$ cat config.mk
export PLATFORM = sky130hd
export DESIGN_NAME = demux1_2_fifo
export DESIGN_NICKNAME = d
export VERILOG_FILES = /design/src/rtl/demux1_2_fifo.sv
export SDC_FILE = /design/constraint.sdc
export NUM_CORES = 1
export LEC_CHECK = 0
export ABC_AREA = 1
export BUFFER_PORTS_ARGS = -buffer_cell sky130_fd_sc_hd__buf_2
export CORE_UTILIZATION = 35
export DETAILED_ROUTE_END_ITERATION = 7
export GPL_ROUTABILITY_DRIVEN = 1
export PLACE_DENSITY_LB_ADDON = 0.1
export SLEW_MARGIN = 20
export SYNTH_ARGS = -nofsm -noshare
export SYNTH_HDL_FRONTEND = slang
export SYNTH_HIERARCHICAL = 1
export SYNTH_SLANG_ARGS = --single-unit
$ cat constraint.sdc
create_clock -name clk -period 1.6 [get_ports clk]
set_input_delay 0.08 -clock clk [delete_from_list [all_inputs] [get_ports clk]]
set_output_delay 0.08 -clock clk [all_outputs]
set_load 0.01 [all_outputs]
$ cat src/rtl/demux1_2_fifo.sv
// demux1_2_fifo: steers one word stream into two independent FIFOs.
// Each word goes to out0 or out1 according to in_select. Each output
// drains with its own valid/ready handshake. When the selected FIFO is
// full the input stalls; there is no bypass into the other FIFO.

// Single-clock FIFO used for each destination. Storage uses registers,
// and the head entry is read combinationally.
module demux1_2_fifo_buf #(
  parameter int WIDTH = 16,
  parameter int DEPTH = 2
) (
  input  logic                     clk,
  input  logic                     rst_n,
  input  logic                     push,
  input  logic [WIDTH-1:0]         wdata,
  input  logic                     pop_ready,
  output logic [WIDTH-1:0]         rdata,
  output logic                     valid,
  output logic [$clog2(DEPTH):0]   count
);

  localparam int AW = $clog2(DEPTH);
  localparam int CW = AW + 1;

  logic [WIDTH-1:0] mem_r [DEPTH];
  logic [AW-1:0]    wptr_r;
  logic [AW-1:0]    rptr_r;
  logic [CW-1:0]    count_r;
  logic             pop_s;

  // A pop happens only when the FIFO holds a word and the consumer takes it
  always_comb begin
    pop_s = 1'b0;
    if (count_r != {CW{1'b0}}) begin
      pop_s = pop_ready;
    end else begin
      pop_s = 1'b0;
    end
  end

  // Write a pushed word into storage; all entries clear on reset
  always_ff @(posedge clk or negedge rst_n) begin
    if (!rst_n) begin
      for (int i = 0; i < DEPTH; i++) begin
        mem_r[i] <= {WIDTH{1'b0}};
      end
    end else if (push) begin
      mem_r[wptr_r] <= wdata;
    end
  end

  // Pointers wrap naturally because DEPTH is a power of two
  always_ff @(posedge clk or negedge rst_n) begin
    if (!rst_n) begin
      wptr_r <= {AW{1'b0}};
      rptr_r <= {AW{1'b0}};
    end else begin
      if (push) begin
        wptr_r <= wptr_r + AW'(1);
      end
      if (pop_s) begin
        rptr_r <= rptr_r + AW'(1);
      end
    end
  end

  // Occupancy tracks push/pop and tells full from empty
  always_ff @(posedge clk or negedge rst_n) begin
    if (!rst_n) begin
      count_r <= {CW{1'b0}};
    end else begin
      case ({push, pop_s})
        2'b10:   count_r <= count_r + CW'(1);
        2'b01:   count_r <= count_r - CW'(1);
        default: count_r <= count_r;
      endcase
    end
  end

  assign rdata = mem_r[rptr_r];
  assign valid = (count_r != {CW{1'b0}});
  assign count = count_r;

endmodule

// Top level: input routing plus two destination FIFOs
module demux1_2_fifo #(
  parameter int WIDTH = 16,
  parameter int DEPTH = 2
) (
  input  logic                     clk,
  input  logic                     rst_n,
  input  logic [WIDTH-1:0]         in_data,
  input  logic                     in_select,
  input  logic                     in_valid,
  output logic                     in_ready,
  output logic [WIDTH-1:0]         out0_data,
  output logic                     out0_valid,
  input  logic                     out0_ready,
  output logic [WIDTH-1:0]         out1_data,
  output logic                     out1_valid,
  input  logic                     out1_ready,
  output logic [$clog2(DEPTH):0]   count0,
  output logic [$clog2(DEPTH):0]   count1
);

  localparam int CW = $clog2(DEPTH) + 1;

  logic ready_s;
  logic push0_s;
  logic push1_s;

  // Readiness looks only at the selected FIFO's registered occupancy,
  // so a same-cycle pop never opens the input (no ready-to-ready path)
  always_comb begin
    ready_s = 1'b0;
    if (in_select) begin
      ready_s = (count1 != CW'(DEPTH));
    end else begin
      ready_s = (count0 != CW'(DEPTH));
    end
  end

  // Route an accepted word to exactly one FIFO; in_valid low masks any
  // unknown value on in_select or in_data
  always_comb begin
    push0_s = 1'b0;
    push1_s = 1'b0;
    if (in_valid && ready_s) begin
      push0_s = ~in_select;
      push1_s = in_select;
    end else begin
      push0_s = 1'b0;
      push1_s = 1'b0;
    end
  end

  assign in_ready = ready_s;

  demux1_2_fifo_buf #(.WIDTH(WIDTH), .DEPTH(DEPTH)) u_fifo0 (
    .clk       (clk),
    .rst_n     (rst_n),
    .push      (push0_s),
    .wdata     (in_data),
    .pop_ready (out0_ready),
    .rdata     (out0_data),
    .valid     (out0_valid),
    .count     (count0)
  );

  demux1_2_fifo_buf #(.WIDTH(WIDTH), .DEPTH(DEPTH)) u_fifo1 (
    .clk       (clk),
    .rst_n     (rst_n),
    .push      (push1_s),
    .wdata     (in_data),
    .pop_ready (out1_ready),
    .rdata     (out1_data),
    .valid     (out1_valid),
    .count     (count1)
  );

endmodule

==> qor.yml <==
synth_area_um2: 3400
synth_flop_cell: "dfrtp_1"
grt_max_degree: 73
grt_pass1_vias: 2426
ys_seq_elements: 72
p_per_area_nw_per_um2: 2000
tritoncts: "done"
critPathKind: "flop to flop"
setup_viol: 0
synthTopCellsByArea: "dfrtp_1 53%, nand2_1 20%, o21ai_2 8.3%, inv_1 5.3%, o21ai_0 4.9%"
timing.fmax_ghz: 0.684
startpoint_type: "flop"
finClkSkew_ns: 0.0122
hold_viol: 0
post-place-ws_ns: 0.145
fin_crit_ns: 1.46
rows: 35
htreeDepth: 3
overflow: 0
nNetsFinal: 498
cts.sinks: 72
critPathMaxStageDelay_ns: 0.42
drt_iter0_drc: 104
antenna_cells: 0
startpoint: "u_fifo1/count[0]$_DFFE_PN0P_"
setup_tns_ns: 0
synthTopCellsByCount: "177 x nand2_1, 72 x dfrtp_1, 48 x inv_1, 33 x o21ai_0, 32 x o21ai_2"
avgSynthCellArea_um2: 8.34
rsz0062_at_grt: "no"
fin_crit_sh_pct: 91.4
io_buffer_count: 60
end_kind: "flop"
ff2ff_setup_slack_ns: 0.14
worst_slew_pin_slew_ns: 0.404
clock_latency_ns: 0.34
leakagePower_nw: 2.30
hpwl_mm: 4.87
area_growth_pct: 21.6
min_path_type: "input pin to flop"
drc: 0
synthDistinctLibCells: 17
multi_input_area_um2: 1260
worstRegToRegCells: 9
peakVddDrop_mv: 0.652
status: "finished, final reports clean"
vias_per_cell: 4.36
ys_seq_area_share_pct: 53.1
synth_edf_count: 0
crit_required_ns: 1.83
drtPass1Iterations: 6
die_x_um: 101
async_flop_share_pct: 100
regToRegEndpoint: "u_fifo0/mem_r[18]$_DFFE_PN0P_"
cp_common_cell: "inv_1"
ant_nets: 0
wl_per_cell_um: 12.4
cts_buffers: 9
antenna_found_initial: 0
dieHeight_um: 101
arrival_ns: 1.69
synth_warnings: 6
start_util_pct: 36.4
gp_congestion: 0.723
cts_buffer_depth: 2
register_area_um2: 1800
vias: 2652
routed_wl_mm: 7.53
track_usage_pct: 16.1
endpoint: "u_fifo0/mem_r[18]$_DFFE_PN0P_"
path_clk_slew_ns: 0.08
netlist.area_leader.share_pct: 53.1
crit_fanout: 33
relSlewSlack_pct: 73.1
dieArea_um2: 10100
crit_chain: "inv_1 > nand3_2 > nand4_1 > inv_1 > inv_2 > or2_1 > buf_12 > nand2_1 > o21ai_2"
cp_slowest_cell: "dfrtp_1"
fill_cells: 977
grt_pass1_wl_mm: 12.4
worstReg2RegStart: "u_fifo1/count[0]$_DFFE_PN0P_"
io_pins: 61
coreArea_um2: 9330
drive_gt1_share_pct: 26.3
finalMaxSlewViolations: 0
syn-num-nets: 431
setup_ws_ns: 0.138
cap_violations: 0
synthesis.instances: 407
cts_root_buffer: "clkbuf_8"
synth_most_common_cell: "nand2_1"
yosysTopAreaCell: "dfrtp_1"
critical path: cells and delay by family, from the launching register on:
family                 cells  cell delay (ns)
buffers and inverters      4             0.40
DFF                        1             0.42
AOI/OAI and AO/OA          1             0.05
and+or+nand+nor            4             0.48
layout by cell type, fill, tap and decap left out:
master / count
inv_2: 2
buf_2: 60
or2_1: 2
dfrtp_1: 72
bufinv_16: 2
nand2_2: 6
clkinv_4: 1
clkinv_2: 4
nand3_1: 5
buf_12: 5
nand4_1: 3
o21ai_2: 32
clkbuf_1: 1
clkbuf_8: 9
o21ai_0: 33
inv_1: 48
nand3_2: 1
clkinv_1: 1
buf_4: 4
nand2_1: 177
dlygate4sd3_1: 7
ha_1: 2
xnor2_1: 2
routing by layer:
metal	up-vias	routed length [um]	share of wire [%]	GRT usage (%)
li1	1379	-	-	-
met3	4	267	3.5	4.16
met5	-	0	0	0
met4	0	44	0.58	4.68
met2	44	3190	42	22.7
met1	1225	4040	54	24.3
repair_timing:
| action | CTS | global route |
|---|---|---|
| endpoints found under the hold margin | 78 | 0 |
| hold buffers | 7 | 0 |
| buffers inserted | 0 | 1 |
| setup endpoints to repair | 16 | 2 |
| resized for setup | 1 | 0 |
report_power, final:
part / leakage [nW] / switching (W) / internal [W]
clock network: 0.110 / 0.000699 / 0.000874
registers: 0.894 / 0.000483 / 0.00270
logic: 1.30 / 0.00206 / 0.00144
total: 2.30 / 0.00324 / 0.00501
sequential cells by signal, summed over array words and instances (netlist names):
register,flops
u_fifo0/wptr_r,1
u_fifo0/count,2
u_fifo0/rptr_r,1
u_fifo1/wptr_r,1
u_fifo1/count,2
u_fifo0/mem_r,32
u_fifo1/rptr_r,1
u_fifo1/mem_r,32
cells by family (layout without fill, tap and decap cells):
family / count (synthesis) / after routing / synth area share, %
buffers and inverters: 72 / 144 / 9.95
and+or+nand+nor: 194 / 194 / 22.6
AOI/OAI and AO/OA: 65 / 65 / 13.1
xor gates and xnor gates: 2 / 2 / 0.516
adders and majority gates: 2 / 2 / 0.737
DFF: 72 / 72 / 53.1
through the flow:
stage	hold slack, ns	area, um2	cells	power [W]	util (%)
after floorplan	-0.216	3400	407	0.00552	-
after global placement	0.150	3840	584	0.00668	41.1
after detailed placement	0.154	3840	584	0.00674	41.1
after CTS	0.000410	4120	607	0.00835	44.2
after global routing	0.00859	4130	608	0.00901	44.3
final	0.0165	4130	608	0.00825	44.3
worst min-delay path by stage:
stage	from	end	slack, ns	depth (start not counted)
detailed placement	rst_n	u_fifo1/count[1]$_DFFE_PN0P_	0.15	2
CTS	in_data[14]	u_fifo0/mem_r[30]$_DFFE_PN0P_	0.0004	3
global route	in_data[10]	u_fifo1/mem_r[26]$_DFFE_PN0P_	0.009	3
global placement	rst_n	u_fifo1/mem_r[16]$_DFFE_PN0P_	0.15	2
floorplan	rst_n	u_fifo0/count[0]$_DFFE_PN0P_	-0.22	0
finish	in_data[1]	u_fifo0/mem_r[17]$_DFFE_PN0P_	0.02	3
cell type report:
class | instances | share of cell area, %
clock buffers | 10 | 3.09
clock inverters | 6 | 2.03
inverters | 52 | 4.76
multi-input cells | 263 | 30.4
flip-flops and latches | 72 | 43.6
well taps | 129 | 3.91
repair buffers | 76 | 12.1
(Power assumes the default switching activity.)
